[config.mk]
export PLATFORM = sky130hd
export DESIGN_NAME = vga_controller
export DESIGN_NICKNAME = d
export VERILOG_FILES = /design/src/rtl/vga_controller.sv
export SDC_FILE = /design/constraint.sdc
export NUM_CORES = 1
export LEC_CHECK = 0
export ABC_AREA = 1
export CAP_MARGIN = 40
export CORE_UTILIZATION = 40
export CTS_BUF_LIST = sky130_fd_sc_hd__clkbuf_8
export CTS_CLUSTER_SIZE = 28
export DETAILED_ROUTE_END_ITERATION = 10
export GPL_ROUTABILITY_DRIVEN = 0
export PLACE_DENSITY = 0.7
export SYNTH_ARGS = -nofsm -noshare
export SYNTH_HDL_FRONTEND = slang
export SYNTH_SLANG_ARGS = --single-unit
[constraint.sdc]
create_clock -name clk -period 1.9 [get_ports clk]
set_input_delay 0.38 -clock clk [delete_from_list [all_inputs] [get_ports clk]]
set_output_delay 0.38 -clock clk [all_outputs]
set_load 0.005 [all_outputs]
[src/rtl/vga_controller.sv]
// VGA timing generator: pixel strobe at half the system clock, line/frame counters
// with origin at the start of sync, and registered sync/visible-window decode.
module vga_controller #(
    parameter int unsigned H_SYNC    = 96,
    parameter int unsigned H_BACK    = 48,
    parameter int unsigned H_VISIBLE = 640,
    parameter int unsigned H_FRONT   = 16,
    parameter int unsigned V_SYNC    = 2,
    parameter int unsigned V_BACK    = 33,
    parameter int unsigned V_VISIBLE = 480,
    parameter int unsigned V_FRONT   = 10
) (
    input  logic       clk,
    input  logic       rst_n,
    output logic [9:0] hcount,
    output logic [9:0] vcount,
    output logic       hsync,
    output logic       vsync,
    output logic       display_pixel,
    output logic       pix_en,
    output logic       frame_start
);

    localparam int unsigned H_TOTAL = H_SYNC + H_BACK + H_VISIBLE + H_FRONT;
    localparam int unsigned V_TOTAL = V_SYNC + V_BACK + V_VISIBLE + V_FRONT;

    localparam logic [9:0] H_LAST      = 10'(H_TOTAL - 1);
    localparam logic [9:0] V_LAST      = 10'(V_TOTAL - 1);
    localparam logic [9:0] H_SYNC_END  = 10'(H_SYNC);
    localparam logic [9:0] V_SYNC_END  = 10'(V_SYNC);
    localparam logic [9:0] H_VIS_START = 10'(H_SYNC + H_BACK);
    localparam logic [9:0] H_VIS_END   = 10'(H_SYNC + H_BACK + H_VISIBLE);
    localparam logic [9:0] V_VIS_START = 10'(V_SYNC + V_BACK);
    localparam logic [9:0] V_VIS_END   = 10'(V_SYNC + V_BACK + V_VISIBLE);

    logic [9:0] hcount_q, hcount_d;
    logic [9:0] vcount_q, vcount_d;
    logic       pix_en_q, pix_en_d;
    logic       hsync_q, hsync_d;
    logic       vsync_q, vsync_d;
    logic       display_q, display_d;
    logic       frame_start_q, frame_start_d;

    always_comb begin
        pix_en_d = ~pix_en_q;
        hcount_d = hcount_q;
        vcount_d = vcount_q;
        if (pix_en_q) begin
            if (hcount_q >= H_LAST) begin
                hcount_d = '0;
                if (vcount_q >= V_LAST) begin
                    vcount_d = '0;
                end else begin
                    vcount_d = vcount_q + 10'd1;
                end
            end else begin
                hcount_d = hcount_q + 10'd1;
            end
        end
    end

    // Decode is taken from the next counter values so the registered outputs
    // line up with hcount/vcount on the same edge.
    always_comb begin
        hsync_d       = (hcount_d >= H_SYNC_END);
        vsync_d       = (vcount_d >= V_SYNC_END);
        display_d     = (hcount_d >= H_VIS_START) && (hcount_d < H_VIS_END) &&
                        (vcount_d >= V_VIS_START) && (vcount_d < V_VIS_END);
        frame_start_d = pix_en_d && (hcount_d == '0) && (vcount_d == '0);
    end

    always_ff @(posedge clk) begin
        if (!rst_n) begin
            hcount_q      <= '0;
            vcount_q      <= '0;
            pix_en_q      <= 1'b0;
            hsync_q       <= 1'b0;
            vsync_q       <= 1'b0;
            display_q     <= 1'b0;
            frame_start_q <= 1'b0;
        end else begin
            hcount_q      <= hcount_d;
            vcount_q      <= vcount_d;
            pix_en_q      <= pix_en_d;
            hsync_q       <= hsync_d;
            vsync_q       <= vsync_d;
            display_q     <= display_d;
            frame_start_q <= frame_start_d;
        end
    end

    assign hcount        = hcount_q;
    assign vcount        = vcount_q;
    assign pix_en        = pix_en_q;
    assign hsync         = hsync_q;
    assign vsync         = vsync_q;
    assign display_pixel = display_q;
    assign frame_start   = frame_start_q;

endmodule

After elaboration in Yosys (flattened, before gate mapping)
Index checks and enable logic that the tools add are counted.

$lt $le $gt $ge: 8. Bitwise logic cells: 1. Multiplexer cells: 5. Reduce and logical (&&, ||, !) cells: 7. Add/sub/neg operators: 2.

Operator list (count): $mux W10 (5); $add A10 B1 Y10 const B (2); $ge A10 B10 Y1 const B (2); $logic_not A10 Y1 (2); $lt A10 B10 Y1 const B (2); $ge A10 B2 Y1 const B (1); $ge A10 B6 Y1 const B (1); $ge A10 B7 Y1 const B (1); $ge A10 B8 Y1 const B (1); $logic_and A1 B1 Y1 (5); $not A1 Y1 (1).

Register bits: 25. Input port bits: 2.

Logic depth before layout (Yosys ltp)
Depth in word-level cells: 7. Mapped depth: 15.

Least setup slack after synthesis
No wires, ideal clock.

Kind: register to register. From: register hcount_q[0] (netlist: hcount[0]). To: register display_q (netlist: display_pixel). Path buffers: 1. Cell stages (with the launch flop): 15. Arrival: 1635 ps. Setup slack: 203 ps. Setup time: 62 ps. Period minus slack after synthesis: 1697 ps. Cells stage by stage: dfxtp_1 > ha_1 > nand4_1 > nand2_2 > nand3_2 > buf_6 > nand2_2 > nor2_2 > nor2_2 > nand2_1 > nand2_1 > nand2_1 > nor2_1 > nand2_1 > nor2_2.

Longest elaborated chain between the ends: 7.

Ends and longest elaborated chain: from (decl) (line 36) `logic [9:0] hcount_q, hcount_d;`; from (signal assigned) (line 82) `hcount_q <= hcount_d;`; $add A10 B1 Y10 or $ge A10 B10 Y1 (tied branches) (line 57, 49); $mux W10 (line 49) `if (hcount_q >= H_LAST) begin`; $mux W10 (line 48) `if (pix_en_q) begin`; $ge A10 B8 Y1 or $lt A10 B10 Y1 (tied branches) (line 67) `display_d = (hcount_d >= H_VIS_START) && (hcount_d < H_VIS_END) &&`; $logic_and A1 B1 Y1 (2 in series) (line 67); $logic_and A1 B1 Y1 (*) (line 68) `(vcount_d >= V_VIS_START) && (vcount_d < V_VIS_END);`; to (signal assigned) (line 87) `display_q <= display_d;`; to (decl) (line 41) `logic display_q, display_d;`.

Every way passes the cells marked *; elsewhere a longest branch is shown, timed or not. A chain may end at the register's enable or synchronous reset.

Worst setup path in the final report
From: register hcount_q[1] (netlist: hcount[1]). To: register frame_start_q (netlist: frame_start).

Longest elaborated chain between the ends: 6.

Ends and longest elaborated chain: $add A10 B1 Y10 or $ge A10 B10 Y1 (tied branches) (line 57, 49); $mux W10 (line 49); $mux W10 (line 48); $logic_not A10 Y1 (line 69) `frame_start_d = pix_en_d && (hcount_d == '0) && (vcount_d == '0);`; $logic_and A1 B1 Y1 (line 69); $logic_and A1 B1 Y1 (*) (line 69); to (signal assigned) (line 88) `frame_start_q <= frame_start_d;`; to (decl) (line 42) `logic frame_start_q, frame_start_d;`.

Marked as above.

==> summary.md <==
| Metric | Value |
|---|---|
| Placed Area | just under 2000 µm² |
| Final Hold Vio Count | 0 |
| Via Count | ~1.7k |
| Ant. Diodes | 0 |
| DRT antenna net count | 0 |
| Pre-CTS setup slack | approximately 0.033 ns |
| Status | complete, no violations |
| Post-route worst setup slack | 0.0850 ns |
| Num ports | 27 |
| Final #Nets | between 200 and 300 |
| Total Routed Length | roughly 3900 µm |
| Synth warn | 0 |
| Core ar. | approximately 3800 µm² |
| Total Die Area | 4300 µm² |
| Leakage Power | between 0.9 and 1 nW |
| Post-synthesis sequential area ratio | a little under a third |
| Syn Nets | about 250 |
| Min Tclk post-route | 1.82 ns |
| Worst Path Max Fanout | 8 |
| Async set or reset register ratio after synthesis | 0% |
| Share of cells above drive strength 1 | a little under a quarter |
| Area Growth Syn to Fin | 31.7% |
| Slowest cell on crit path | dfxtp_2 |
| Area share of the largest cell type after synthesis | 31.0% |
| Critical Path RT | 2.09 ns |
| Final design utilization | 56.4% |
| Clock skew | between 0.004 and 0.005 ns |
| Post-DP HPWL | ~3000 µm |
| Max VDD drop | 265 µV |
| GR Overflow Total | 0 |
| FF+latch count, synth | 25 |
| Final Non-Filler Cells | 335 |
| Synth area leaders | dfxtp_1 31%, nand2_1 15%, nor2_1 8.6%, nand3_1 8.0%, inv_1 7.0% |
| Die width | around 66 µm |
| Avg Cell Area, Syn | about 6.5 µm² |
| Via density | 5.00 |
| Max cap viols | 0 |
| Initial Utilization | 42.9% |
| Final period util | between 90% and 100% |
| Antenna violations before repair | 0 |
| Drt first pass iters | 5 |
| Post-synth EDFFs | 0 |
| Crit end category | flip-flop |
| Drt drc | 0 |
| Top_reg_cell synth | dfxtp_1 |
| Worst-Skew Late Latency | around 0.27 ns |
| Final setup fails | 0 |
| Most common cell after layout, fill and taps aside | nand2_1 |
| CTS tree | built |
| Vias in the first global route | 1454 |
| Crit path largest cell delay | ~0.36 ns |
| Clock Path Buffers | 2 |
| Highest clock rate | approximately 550 MHz |
| Root buf cell | clkbuf_8 |
| Worst-path clk slew | approximately 0.090 ns |
| Critical path, cell by cell | ha_4 -> nand2_2 -> nor2_1 -> nor2_1 -> nor2_2 -> buf_12 -> buf_4 -> nand3_1 -> nand3_2 -> nand3_2 -> nor2_4 -> inv_2 -> nor3_1 |
| Min-Delay Path Class | flip-flop to flip-flop |
| GRT Util Overall | about a fifth |
| Inst Count DP | approximately 330 |
| Most frequent cells in the layout | 60 x nand2_1, 36 x nor2_1, 31 x inv_1, 26 x clkdlybuf4s50_1, 24 x nand3_1 |
| Iter 0 DRT Violations | ~120 |
| Worst path arrival time | roughly 2 ns |
| Clock sinks | 25 |
| Setup TNS | 0 ns |
| CTS Buf Count | 3 |
| Clock H-tree levels | 1 |
| Fill cells | 363 |
| First-pass GRT wire length | ~6500 µm |
| Buffers on Ports | 26 |
| Slew @ Worst Pin | around 0.28 ns |
| Max-slew headroom | between 80% and 90% |
| Std-Cell Rows | 22 |
| Most area-hungry cell type in the Yosys netlist | dfxtp_1 |
| Largest net degree at the start of global routing | 23 |
| Wirelength per Cell | ~12 µm |
| Power density over cell area | around 430 nW/µm² |
| Synthesized cell area | around 1600 µm² |
| Finished layout cell area | ~2100 µm² |
| Max-slew violations | 0 |
| Gate Count Post-Synth | roughly 250 |
| Post-synthesis cell type count | 28 |
| DIE HEIGHT | 65.6 µm |
| Startpoint Class | flip-flop |
| Critical path class | flip-flop to flip-flop |
==> Yosys cell counts (2+ instances only) <==
cell type,n
dfxtp_1,25
nand2_2,6
o21bai_1,2
nand3_2,5
inv_2,3
clkbuf_1,3
inv_1,30
nand3b_1,3
nor2_1,37
nor3_1,3
nor2_4,3
ha_1,3
nand2_1,65
nand3_1,26
a21oi_1,2
o21ai_0,5
nor2_2,9
nand4_1,6
buf_6,3
nand3_4,2
==> layout make-up <==
class	count	area, µm²	area share (%)
inverter	33	124	5.82
multi-input combinational	184	1000	47.2
clock inverter	1	3.75	0.176
clock buffer	3	41.3	1.94
sequential	25	509	23.9
timing repair buffer	41	385	18.1
tap	48	60.1	2.82
==> logic make-up (layout without fill, tap and decap cells) <==
kind of cell / after synthesis / count (layout) / share of synthesized area (%)
XOR/XNOR: 1 / 1 / 0.542
adder cells (fa/ha/maj): 3 / 3 / 2.32
flip-flops: 25 / 25 / 31.0
AO/OA/AOI/OAI: 13 / 13 / 4.72
buffers and inverters: 40 / 78 / 10.9
AND/OR/NAND/NOR: 167 / 167 / 50.5
==> where the power goes <==
part           switching (mW)  internal (mW)
registers             0.00626          0.531
clock network           0.163          0.144
logic                  0.0364         0.0308
total                   0.206          0.706
==> what timing repair did <==
| action | CTS | global route |
|---|---|---|
| hold buffers | 0 | 0 |
| endpoints found under the setup margin | 0 | 4 |
| setup buffers | 0 | 3 |
| gates resized for setup | 0 | 24 |
| hold endpoints to repair | 0 | 0 |
==> state kept, by name, indices dropped and copies added (netlist names) <==
name / count
vcount: 10
frame_start: 1
hcount: 10
pix_en: 1
display_pixel: 1
hsync: 1
vsync: 1
==> worst paths after layout <==
kind	start	to	slack [ns]	cells past startpoint
min	vcount[8]	vcount[8]	0.61	2
min reg2reg	vcount[8]	vcount[8]	0.61	2
max reg2reg	hcount[1]	frame_start	0.08	13
max	hcount[1]	frame_start	0.08	13
==> critical path: cells and delay by family, from the launching register on <==
family / cells / cell delay [ns]
flops: 1 / 0.36
fa+ha+maj: 1 / 0.16
simple gates: 9 / 0.94
buf+inv: 3 / 0.29
==> metrics by stage <==
step	hold slack, ns	power [mW]
final	0.610	0.912
after global routing	0.650	0.958
after global placement	0.584	0.612
after CTS	0.609	0.915
after detailed placement	0.596	0.611
after floorplan	0.511	0.581
==> per-layer routing <==
| metal | vias to the layer above | routed length [µm] | global-route usage (%) | part of all wire, % |
|---|---|---|---|---|
| met5 | - | 0 | 0 | 0 |
| met4 | 0 | 38 | 4.89 | 0.96 |
| met3 | 5 | 232 | 2.78 | 5.9 |
| met2 | 51 | 1760 | 30.8 | 45 |
| met1 | 758 | 1910 | 27.3 | 49 |
| li1 | 861 | - | - | - |
(Power assumes the default switching activity.)
